==> src/rtl/m65_bus_wait_gen_if.sv <==
// ============================================================================
// Module   : m65_bus_wait_gen_if
// Brief    : CPU bus-cycle handshake bundle between the CPU/speed-control side
//            and the wait-state generator.
// Revision : 1.0  initial release
// ============================================================================
`timescale 1ns/1ps
`default_nettype none

interface m65_bus_wait_gen_if;
    logic        cpu_req;
    logic [19:0] cpu_addr;
    logic        cpu_write;
    logic        cpu_ready;
    logic        bus_ready;
    logic        bus_busy;

    modport master (
        output cpu_req,
        output cpu_addr,
        output cpu_write,
        output cpu_ready,
        input  bus_ready,
        input  bus_busy
    );

    modport slave (
        input  cpu_req,
        input  cpu_addr,
        input  cpu_write,
        input  cpu_ready,
        output bus_ready,
        output bus_busy
    );
endinterface

`default_nettype wire

==> src/rtl/m65_bus_wait_gen.sv <==
// ============================================================================
// Module   : m65_bus_wait_gen
// Brief    : Region-decoded wait-state generator producing bus_ready; holds
//            completion until the paced cpu_ready consumes it.
//            Optional wait statistics: define M65_BUS_WAIT_STATS_EN.
// Revision : 1.0  initial release
// ============================================================================
`timescale 1ns/1ps
`default_nettype none

module m65_bus_wait_gen #(
    parameter int FASTRAM_WAITS = 0,
    parameter int ROM_WAITS     = 2,
    parameter int EXT_WAITS     = 6
) (
    input  wire logic               clk,
    input  wire logic               reset,
    m65_bus_wait_gen_if.slave       bus,
    input  wire logic [3:0]         io_waits,
    input  wire logic               hypervisor_mode,
    input  wire logic               stat_clear,
    output logic      [1:0]         cur_region,
    output logic      [31:0]        wait_cycles
);

    localparam logic [3:0] c_fast_waits = 4'(FASTRAM_WAITS);
    localparam logic [3:0] c_rom_waits  = 4'(ROM_WAITS);
    localparam logic [3:0] c_ext_waits  = 4'(EXT_WAITS);

    localparam logic [1:0] c_reg_fast = 2'd0;
    localparam logic [1:0] c_reg_io   = 2'd1;
    localparam logic [1:0] c_reg_rom  = 2'd2;
    localparam logic [1:0] c_reg_ext  = 2'd3;

    typedef enum logic [1:0] {
        ST_IDLE = 2'd0,
        ST_WAIT = 2'd1,
        ST_DONE = 2'd2
    } state_t;

    state_t      r_state, w_state_next;
    logic [3:0]  r_cnt, w_cnt_next;
    logic [1:0]  r_region;
    logic [1:0]  w_region;
    logic [3:0]  w_waits;
    logic        w_accept;
    logic        w_bus_ready;
    logic        w_addr_unused;

    assign w_addr_unused = ^bus.cpu_addr[11:0];

    // Region decode; IO is checked first so it wins over everything else.
    always_comb begin
        w_region = c_reg_fast;
        if (bus.cpu_addr[19:12] == 8'h0D)
            w_region = c_reg_io;
        else if (bus.cpu_addr[19:17] == 3'b001)
            w_region = c_reg_rom;
        else if (bus.cpu_addr[19:18] == 2'b01)
            w_region = c_reg_ext;
    end

    always_comb begin
        w_waits = c_fast_waits;
        case (w_region)
            c_reg_io:  w_waits = io_waits;
            c_reg_rom: w_waits = (!bus.cpu_write && !hypervisor_mode) ? c_rom_waits
                                                                      : c_fast_waits;
            c_reg_ext: w_waits = c_ext_waits;
            default:   w_waits = c_fast_waits;
        endcase
    end

    assign w_accept = bus.cpu_req && (r_state == ST_IDLE) && !reset;

    // Kept independent of cpu_ready so the speed controller may gate it back in.
    always_comb begin
        w_bus_ready = 1'b1;
        if (!reset) begin
            if (r_state == ST_IDLE && bus.cpu_req && w_waits != 4'd0)
                w_bus_ready = 1'b0;
            else if (r_state == ST_WAIT && r_cnt != 4'd0)
                w_bus_ready = 1'b0;
        end
    end

    always_comb begin
        w_state_next = r_state;
        w_cnt_next   = r_cnt;
        case (r_state)
            ST_IDLE: begin
                if (bus.cpu_req) begin
                    if (w_waits == 4'd0) begin
                        if (!bus.cpu_ready)
                            w_state_next = ST_DONE;
                    end else begin
                        w_cnt_next   = w_waits - 4'd1;
                        w_state_next = ST_WAIT;
                    end
                end
            end
            ST_WAIT: begin
                if (r_cnt != 4'd0)
                    w_cnt_next = r_cnt - 4'd1;
                else if (bus.cpu_ready)
                    w_state_next = ST_IDLE;
                else
                    w_state_next = ST_DONE;
            end
            ST_DONE: begin
                if (bus.cpu_ready)
                    w_state_next = ST_IDLE;
            end
            default: w_state_next = ST_IDLE;
        endcase
    end

    always_ff @(posedge clk) begin
        if (reset) begin
            r_state  <= ST_IDLE;
            r_cnt    <= 4'd0;
            r_region <= c_reg_fast;
        end else begin
            r_state <= w_state_next;
            r_cnt   <= w_cnt_next;
            if (w_accept)
                r_region <= w_region;
        end
    end

    assign bus.bus_ready = w_bus_ready;
    assign bus.bus_busy  = (r_state != ST_IDLE);
    assign cur_region    = r_region;

`ifdef M65_BUS_WAIT_STATS_EN
    logic [31:0] r_wait_cycles;

    always_ff @(posedge clk) begin
        if (reset)
            r_wait_cycles <= 32'd0;
        else if (stat_clear)
            r_wait_cycles <= 32'd0;
        else if (!w_bus_ready && r_wait_cycles != 32'hFFFF_FFFF)
            r_wait_cycles <= r_wait_cycles + 32'd1;
    end

    assign wait_cycles = r_wait_cycles;
`else
    logic w_stat_unused;
    assign w_stat_unused = stat_clear;
    assign wait_cycles   = 32'd0;
`endif

endmodule

`default_nettype wire
==> src/flat_wrapper.sv <==
// flat-port wrapper written by rule: the top's interface ports become plain ports
module m65_bus_wait_gen_flat 
#(
    parameter int FASTRAM_WAITS = 0,
    parameter int ROM_WAITS     = 2,
    parameter int EXT_WAITS     = 6
)
  (clk, reset, io_waits, hypervisor_mode, stat_clear, cur_region, wait_cycles, bus_cpu_req, bus_cpu_addr, bus_cpu_write, bus_cpu_ready, bus_bus_ready, bus_bus_busy);
  m65_bus_wait_gen_if bus_i ();
  input  wire logic clk;
  input  wire logic reset;
  input  wire logic [3:0] io_waits;
  input  wire logic hypervisor_mode;
  input  wire logic stat_clear;
  output logic      [1:0] cur_region;
  output logic      [31:0] wait_cycles;
  input wire logic [$bits(bus_i.cpu_req)-1:0] bus_cpu_req;
  input wire logic [$bits(bus_i.cpu_addr)-1:0] bus_cpu_addr;
  input wire logic [$bits(bus_i.cpu_write)-1:0] bus_cpu_write;
  input wire logic [$bits(bus_i.cpu_ready)-1:0] bus_cpu_ready;
  output wire logic [$bits(bus_i.bus_ready)-1:0] bus_bus_ready;
  output wire logic [$bits(bus_i.bus_busy)-1:0] bus_bus_busy;
  assign bus_i.cpu_req = bus_cpu_req;
  assign bus_i.cpu_addr = bus_cpu_addr;
  assign bus_i.cpu_write = bus_cpu_write;
  assign bus_i.cpu_ready = bus_cpu_ready;
  assign bus_bus_ready = bus_i.bus_ready;
  assign bus_bus_busy = bus_i.bus_busy;
  m65_bus_wait_gen #(.FASTRAM_WAITS(FASTRAM_WAITS), .ROM_WAITS(ROM_WAITS), .EXT_WAITS(EXT_WAITS)) u_core (.clk(clk), .reset(reset), .bus(bus_i), .io_waits(io_waits), .hypervisor_mode(hypervisor_mode), .stat_clear(stat_clear), .cur_region(cur_region), .wait_cycles(wait_cycles));
endmodule
==> config.mk <==
export PLATFORM = sky130hd
export DESIGN_NAME = m65_bus_wait_gen_flat
export DESIGN_NICKNAME = d
export VERILOG_FILES = /design/src/rtl/m65_bus_wait_gen_if.sv /design/src/rtl/m65_bus_wait_gen.sv /design/src/flat_wrapper.sv
export SDC_FILE = /design/constraint.sdc
export NUM_CORES = 1
export LEC_CHECK = 0
export CORE_MARGIN = 4
export CORE_UTILIZATION = 30
export DETAILED_ROUTE_END_ITERATION = 8
export DONT_BUFFER_PORTS = 1
export PLACE_DENSITY = 0.54
export SYNTH_ARGS = -nofsm -noshare
export SYNTH_HDL_FRONTEND = slang
export SYNTH_SLANG_ARGS = --single-unit
export TNS_END_PERCENT = 10
==> constraint.sdc <==
create_clock -name clk -period 2.58 [get_ports clk]
set_input_delay 0.258 -clock clk [delete_from_list [all_inputs] [get_ports clk]]
set_output_delay 0.258 -clock clk [all_outputs]
set_load 0.005 [all_outputs]
# Yosys cells after proc, flatten, opt, wreduce, memory -nomap -nowiden
# Index checks and enable logic that the tools add are counted.
# word_totals
elab_cells	54
register_bits	8
inputBits	31
# classes
n_eq_ne	14
addsub	2
reduce_logical	16
muxes	19
# op_table
operator	n
2-bit two-way mux	10
4-bit two-way mux	3
4-bit one-hot mux with 3 select lines	1
2-bit inequality test (second input constant)	5
8-bit by 4-bit == test with 1-bit output (second input constant)	1
4-bit one-hot mux with 2 select lines	1
4-bit AND reduction	2
4-bit nonzero test	2
4-bit by 1-bit subtractor with 4-bit output (second input constant)	2
2-bit by 1-bit == test with 1-bit output (second input constant)	3
2-bit == test (second input constant)	3
2-bit one-hot mux with 3 select lines	1
1-bit logical AND	5
4-bit zero test	1
2-bit nonzero test	2
3-bit by 1-bit == test with 1-bit output (second input constant)	1
1-bit zero test	3
1-bit two-way mux	3
3-bit inequality test (second input constant)	1
2-bit zero test	1

# Depth between registers and ports, before layout
# Gate-level depths: netlist of run 1.
# depth
word_depth	10
depth_mapped	7
mapped_depth_nobuf	6

# Least setup slack after synthesis of run 1
# OpenSTA, ideal clock, no wires.
# synth_timing
path_type	reg2out
from	register u_core.r_cnt[0]
to	output port bus_bus_ready
path_buffers	0
path_stages_with_launch	6
arrival_ns	1.396
setup_slack_ns	0.926
required_time_ns	2.322
path_cell_list	dfxtp_1 > or4_1 > nand2_1 > a31oi_4 > and2b_2 > inv_1
# synth_between
elab_chain_cells	5
# synth_rtl
item	line_no	text
start: declaration	m65_bus_wait_gen.sv:42	logic [3:0] r_cnt, w_cnt_next;
start signal: assignment	m65_bus_wait_gen.sv:125	r_cnt <= w_cnt_next;
4-bit nonzero test	m65_bus_wait_gen.sv:82	else if (r_state == ST_WAIT && r_cnt != 4'd0)
1-bit logical AND	m65_bus_wait_gen.sv:82	
1-bit two-way mux	m65_bus_wait_gen.sv:82	
1-bit two-way mux	m65_bus_wait_gen.sv:80	if (r_state == ST_IDLE && bus.cpu_req && w_waits != 4'd0)
1-bit two-way mux	m65_bus_wait_gen.sv:79	if (!reset) begin
end: declaration	flat_wrapper.sv:21	output wire logic [$bits(bus_i.bus_ready)-1:0] bus_bus_ready;
# No other way between the ends.

# Worst setup path in the final report of run 1
# Same ends and word-level chain as after synthesis.

==> reports/metrics.cfg, run 1 <==
[worst_setup_path]
crit_chain=or4_1 -> nand2_1 -> a31oi_4 -> and2b_2 -> inv_1
r2r_slack_ns=0.93
crit_buf_inv=1
rr_endpoint=u_core.r_cnt[2]$_SDFFE_PP0P_
cp.arrival_ns=1.76
worstPathRequired_ns=2.32
path_class=reg2out
r2r_cells=6
end_kind=primary output
worst_setup_path_start_kind=register
startpoint=u_core.r_cnt[0]$_SDFFE_PP0P_
crit_fanout=8
cp_slowest_stage_delay_ns=0.56
crit_family=simple AND/OR/NAND/NOR gates
rr_startpoint=u_core.r_state[1]$_SDFFE_PP0P_
cp_slowest_cell=or4_1

[placement]
postPlaceCellArea_um2=679.4
dp_slack_ns=0.8341
gp_congestion=0.8873
io_buffer_count=0
place_hpwl_mm=1.230

[drt]
viasPerCell=4.320
ant_nets=0
route.detailed.drc=0
wl_mm=1.430
wl_per_cell_um=11.44
drt_iter0_markers=12
route.vias.total=540
first_pass_iters=4

[floorplanning]
die_w_um=58.77
die_h_um=58.77
coreArea_um2=2477
dieArea_um2=3454
io_pins=67
rows=18
start_util_pct=31.21

[synth]
yosysTopAreaCellShare_pct=31.07
synth_edf_count=0
synth_cells=95
yosys_warnings=0
synth_cell_types=33
postSynth.asyncResetShare_pct=0
ys.flop_type=dfxtp_1
syn_area_um2=773.2
synth.area.top_cells=buf_4 31%, dfxtp_1 21%, nor2_1 5.3%, a211oi_1 2.9%, a31oi_4 2.8%
synth_largest_area_cell=buf_4
ys_ff_latch=8
synth_area_per_cell_um2=8.139
yosysSeqAreaShare_pct=20.71

[pwr]
internal_power_w=0.0002100
switching_share_pct=29.65
p_switching_w=0.00008851
leakage_nw=0.2925
seqPwrFrac_pct=46.3
power.density_nw_per_um2=425.2
power_frac_comb_pct=21.0
vdd_drop_max_uv=294.0
clockPowerShare_pct=32.7

[timing]
final.setup.tns_ns=0
slew-limit-headroom_pct=59.64
period_needed_ns=2.014
finalHoldViolations=0
setup-violations-final=0
worst_slack_ns=0.5658
drv_slew=0
rsz0062_at_grt=false
period_share_pct=78.07
skew_ns=0.0001824
hold_slack_ns=0.06687
worst_pin_slew_ns=0.6042
fmax_ghz=0.4965

[worst_hold_path]
hold_depth=1
min_from=reset
min_to=u_core.r_cnt[0]$_SDFFE_PP0P_
hold_path_class=in2reg

[grt]
overflow=0
grt_max_degree=10
track_usage_pct=8.476
grt_pass1_wl_mm=2.180
antenna_found_initial=0
grt_pass1_vias=496

[layout]
drive_gt1_share_pct=13.68
multi_input_area_um2=470.5
area_growth_syn_to_layout_pct=-9.223
final.fill_count=271
ff_latch_area_um2=160.2
final_area_um2=701.9
nets=129
final_common_cell=conb_1
final_cell_mix=32 x conb_1, 11 x nor2_1, 8 x dfxtp_1
antenna_cells=0

[flow_run]
maxCapViolCount=0

[cts]
cts_tree=done
holdBufCountCts=0
cts_max_level=1
clock-root-buffer=clkbuf_4
cts_buffers=3
cts_resized=0
postCtsSetupBuffers=0
cts.clk_slew.worst_paths_ns=0.05
clock_path_buffers=2
clock_latency_ns=0.25
cts.sinks=8

[run_status]
status=finished clean

## layout make-up
class	count	share of cell area [%]
Multi-Input combinational cell	81	67.02
Inverter	3	1.604
Sequential cell	8	22.82
Tap cell	30	5.348
Clock buffer	3	3.209
## cell usage after synthesis (all sizes together), types with 2 or more instances
master  instances
nor2           11
nand3           2
or4             2
a31oi           3
dfxtp           8
buf            33
a21oi           5
mux2i           2
a31o            2
nor2b           2
inv             3
nand2           3
a211oi          3
## per-stage QoR
| stage | power (W) | utilization (%) | instances |
|---|---|---|---|
| CTS | 0.0003012 | 28.33 | 125 |
| global placement | 0.0002020 | 27.42 | 122 |
| floorplan | 0.0002309 | - | 126 |
| finish | 0.0002985 | 28.33 | 125 |
| detailed placement | 0.0002027 | 27.42 | 122 |
| global route | 0.0003239 | 28.33 | 125 |
## power by group through the flow
stage | Clock [W] | Sequential, W | Combinational [W]
3_5_place_dp | 0 | 0.000141 | 0.0000618
6_report | 0.0000975 | 0.000138 | 0.0000627
2_1_floorplan | 0 | 0.000139 | 0.0000923
3_3_place_gp | 0 | 0.000141 | 0.0000613
5_1_grt | 0.000111 | 0.000140 | 0.0000730
4_1_cts | 0.000101 | 0.000138 | 0.0000621
## how the worst max path moves through the flow
stage	slack (ns)	cells after the start	endpoint
floorplan	0.93	5	bus_bus_ready
global placement	0.82	5	bus_bus_ready
detailed placement	0.83	5	bus_bus_ready
CTS	0.55	5	bus_bus_ready
global route	0.36	5	bus_bus_ready
finish	0.57	5	bus_bus_ready
## per-layer routing
layer  track usage (%)  up-vias  wire length [µm]
met1             10.85      244               563
met2             11.36       31               640
met3             5.263        2               212
li1                  -      263                 -
met4             3.236        0                12
met5                 0        -                 0
## cell families after synthesis
| logic type | synth area share, % |
|---|---|
| multiplexers | 2.589 |
| AO/OA/AOI/OAI | 14.89 |
| XOR/XNOR | 1.133 |
| buffers and inverters | 33.49 |
| flip-flops | 20.71 |
| adder cells (fa/ha/maj) | 1.618 |
| AND/OR/NAND/NOR | 25.08 |
| other | 0.4850 |
## sequential cells by signal, summed over array words and instances (netlist names)
register / flops
u_core.cur_region: 2
u_core.r_state: 2
u_core.r_cnt: 4
Power figures use the tool's default switching activity.
==> inputs of run 2 (changes only) <==
==> constraint.sdc (replaced) <==
create_clock -name clk -period 2 [get_ports clk]
set_input_delay 0.2 -clock clk [delete_from_list [all_inputs] [get_ports clk]]
set_output_delay 0.2 -clock clk [all_outputs]
set_load 0.005 [all_outputs]
==> reports/metrics.cfg, run 2 (synthesis gave the netlist of run 1 again) <==
[layout]
largest-register=u_core.r_cnt
final_cell_mix=32 x conb_1, 11 x nor2_1, 8 x dfxtp_1
final.fill_count=285
antenna_cells=0
nets=133
largest_reg_flops=4
fin_cells=129
multi_input_area_um2=479.2
area_growth_syn_to_layout_pct=-3.560
final_common_cell=conb_1
drive_gt1_share_pct=18.18
ff_latch_area_um2=160.2

[timing]
finalHoldViolations=0
drv_slew=0
setup-violations-final=0
skew_ns=0.0003845
final.setup.tns_ns=0
period_share_pct=92.89
period_needed_ns=1.858
fmax_ghz=0.5383
rsz0062_at_grt=false

[cts]
clock_latency_ns=0.26
clock-root-buffer=clkbuf_4
clock_path_buffers=2
cts_max_level=1
cts.clk_slew.worst_paths_ns=0.05
cts_buffers=3
cts.sinks=8
cts_tree=done

[worst_setup_path]
cp_slowest_stage_delay_ns=0.55
end_kind=primary output
crit_fanout=3
crit_buf_inv=1
worst_setup_path_start_kind=register
crit_chain=or4_4 -> a21oi_2 -> a31oi_4 -> and2b_2 -> inv_1
path_class=reg2out
cp_slowest_cell=or4_4
cp.arrival_ns=1.66
crit_family=simple AND/OR/NAND/NOR gates
worstPathRequired_ns=1.80

[grt]
grt_pass1_vias=507
grt_pass1_wl_mm=2.297
grt_max_degree=10
track_usage_pct=8.886
antenna_found_initial=0
overflow=0

[pwr]
seqPwrFrac_pct=44.8
power_frac_comb_pct=23.7
power.density_nw_per_um2=538.1
internal_power_w=0.0002808
vdd_drop_max_uv=211.6
clockPowerShare_pct=31.6
p_switching_w=0.0001205
switching_share_pct=30.03
leakage_nw=0.3116

[drt]
route.vias.total=574
first_pass_iters=4
route.detailed.drc=0
drt_iter0_markers=12
ant_nets=0
viasPerCell=4.450
wl_mm=1.598
wl_per_cell_um=12.39

[floorplanning]
io_pins=67
die_h_um=58.77
start_util_pct=31.21
rows=18
coreArea_um2=2477
die_w_um=58.77
dieArea_um2=3454

[placement]
place_inst=123
place_hpwl_mm=1.264
gp_congestion=0.8967
io_buffer_count=0

[run_status]
status=finished clean

[worst_hold_path]
hold_path_class=in2reg

[flow_run]
maxCapViolCount=0

[run 2: changes by cell type in the layout (fill, tap and decap cells not counted)]
cell,previous run,this run
dlygate4sd3_1,0,2
nand2_1,3,2
or4_4,0,1
buf_4,0,2
nor2b_2,0,1
or4_1,2,1
nand2_2,0,1
nor2b_1,2,1
[run 2: metrics by stage]
stage / hold WS [ns] / total power, W / setup slack [ns] / instance area, µm² / util (%)
6_report: 0.008345 / 0.0004013 / 0.1423 / 745.7 / 30.10
5_1_grt: 0.001134 / 0.0004334 / 0.06497 / 745.7 / 30.10
4_1_cts: 0.001123 / 0.0003961 / 0.005049 / 719.4 / 29.04
3_5_place_dp: 0.2767 / 0.0002648 / 0.2911 / 686.9 / 27.73
3_3_place_gp: 0.2735 / 0.0002630 / 0.2976 / 686.9 / 27.73
2_1_floorplan: 0.2793 / 0.0002979 / 0.4037 / 889.6 / -
[run 2: power groups by stage]
stage,clock network [W],registers (W),logic [W]
6_report,0.000127,0.000180,0.0000950
5_1_grt,0.000145,0.000181,0.000107
4_1_cts,0.000132,0.000179,0.0000854
3_5_place_dp,0,0.000182,0.0000828
3_3_place_gp,0,0.000182,0.0000815
2_1_floorplan,0,0.000179,0.000119
[run 2: final timing paths]
| path | from | endpoint | slack [ns] | cells after the start |
|---|---|---|---|---|
| min reg2reg | u_core.r_cnt[3]$_SDFFE_PP0P_ | u_core.r_cnt[3]$_SDFFE_PP0P_ | 0.49 | 2 |
| max | u_core.r_cnt[0]$_SDFFE_PP0P_ | bus_bus_ready | 0.14 | 5 |
| min | reset | u_core.r_cnt[0]$_SDFFE_PP0P_ | 0.008 | 1 |
| max reg2reg | u_core.r_state[1]$_SDFFE_PP0P_ | u_core.r_cnt[2]$_SDFFE_PP0P_ | 0.34 | 6 |
[run 2: cell type report]
cell class	count	share of cell area [%]
Tap cell	30	5.034
Multi-Input combinational cell	81	64.26
Timing Repair Buffer	4	4.698
Sequential cell	8	21.48
Clock buffer	3	3.020
Inverter	3	1.510
[run 2: worst register-to-register path, stage by stage, from the launching register on]
cell      delay [ns]
dfxtp_1         0.34
nand2b_1        0.26
and4_2          0.25
a21oi_1         0.22
ha_1            0.21
xnor2_1         0.07
a211oi_1        0.21
[run 2: metal layers]
metal,routed length [µm],track usage (%),up-vias
met2,742,13.41,38
li1,-,-,271
met5,0,0,-
met4,31,4.207,0
met1,609,10.20,258
met3,215,4.825,7
[run 2: repair_timing]
item,in CTS,in global routing
hold buffers,1,1
buffers inserted,0,1
endpoints found under the hold margin,1,3
gates resized for setup,0,3
endpoints found under the setup margin,0,1
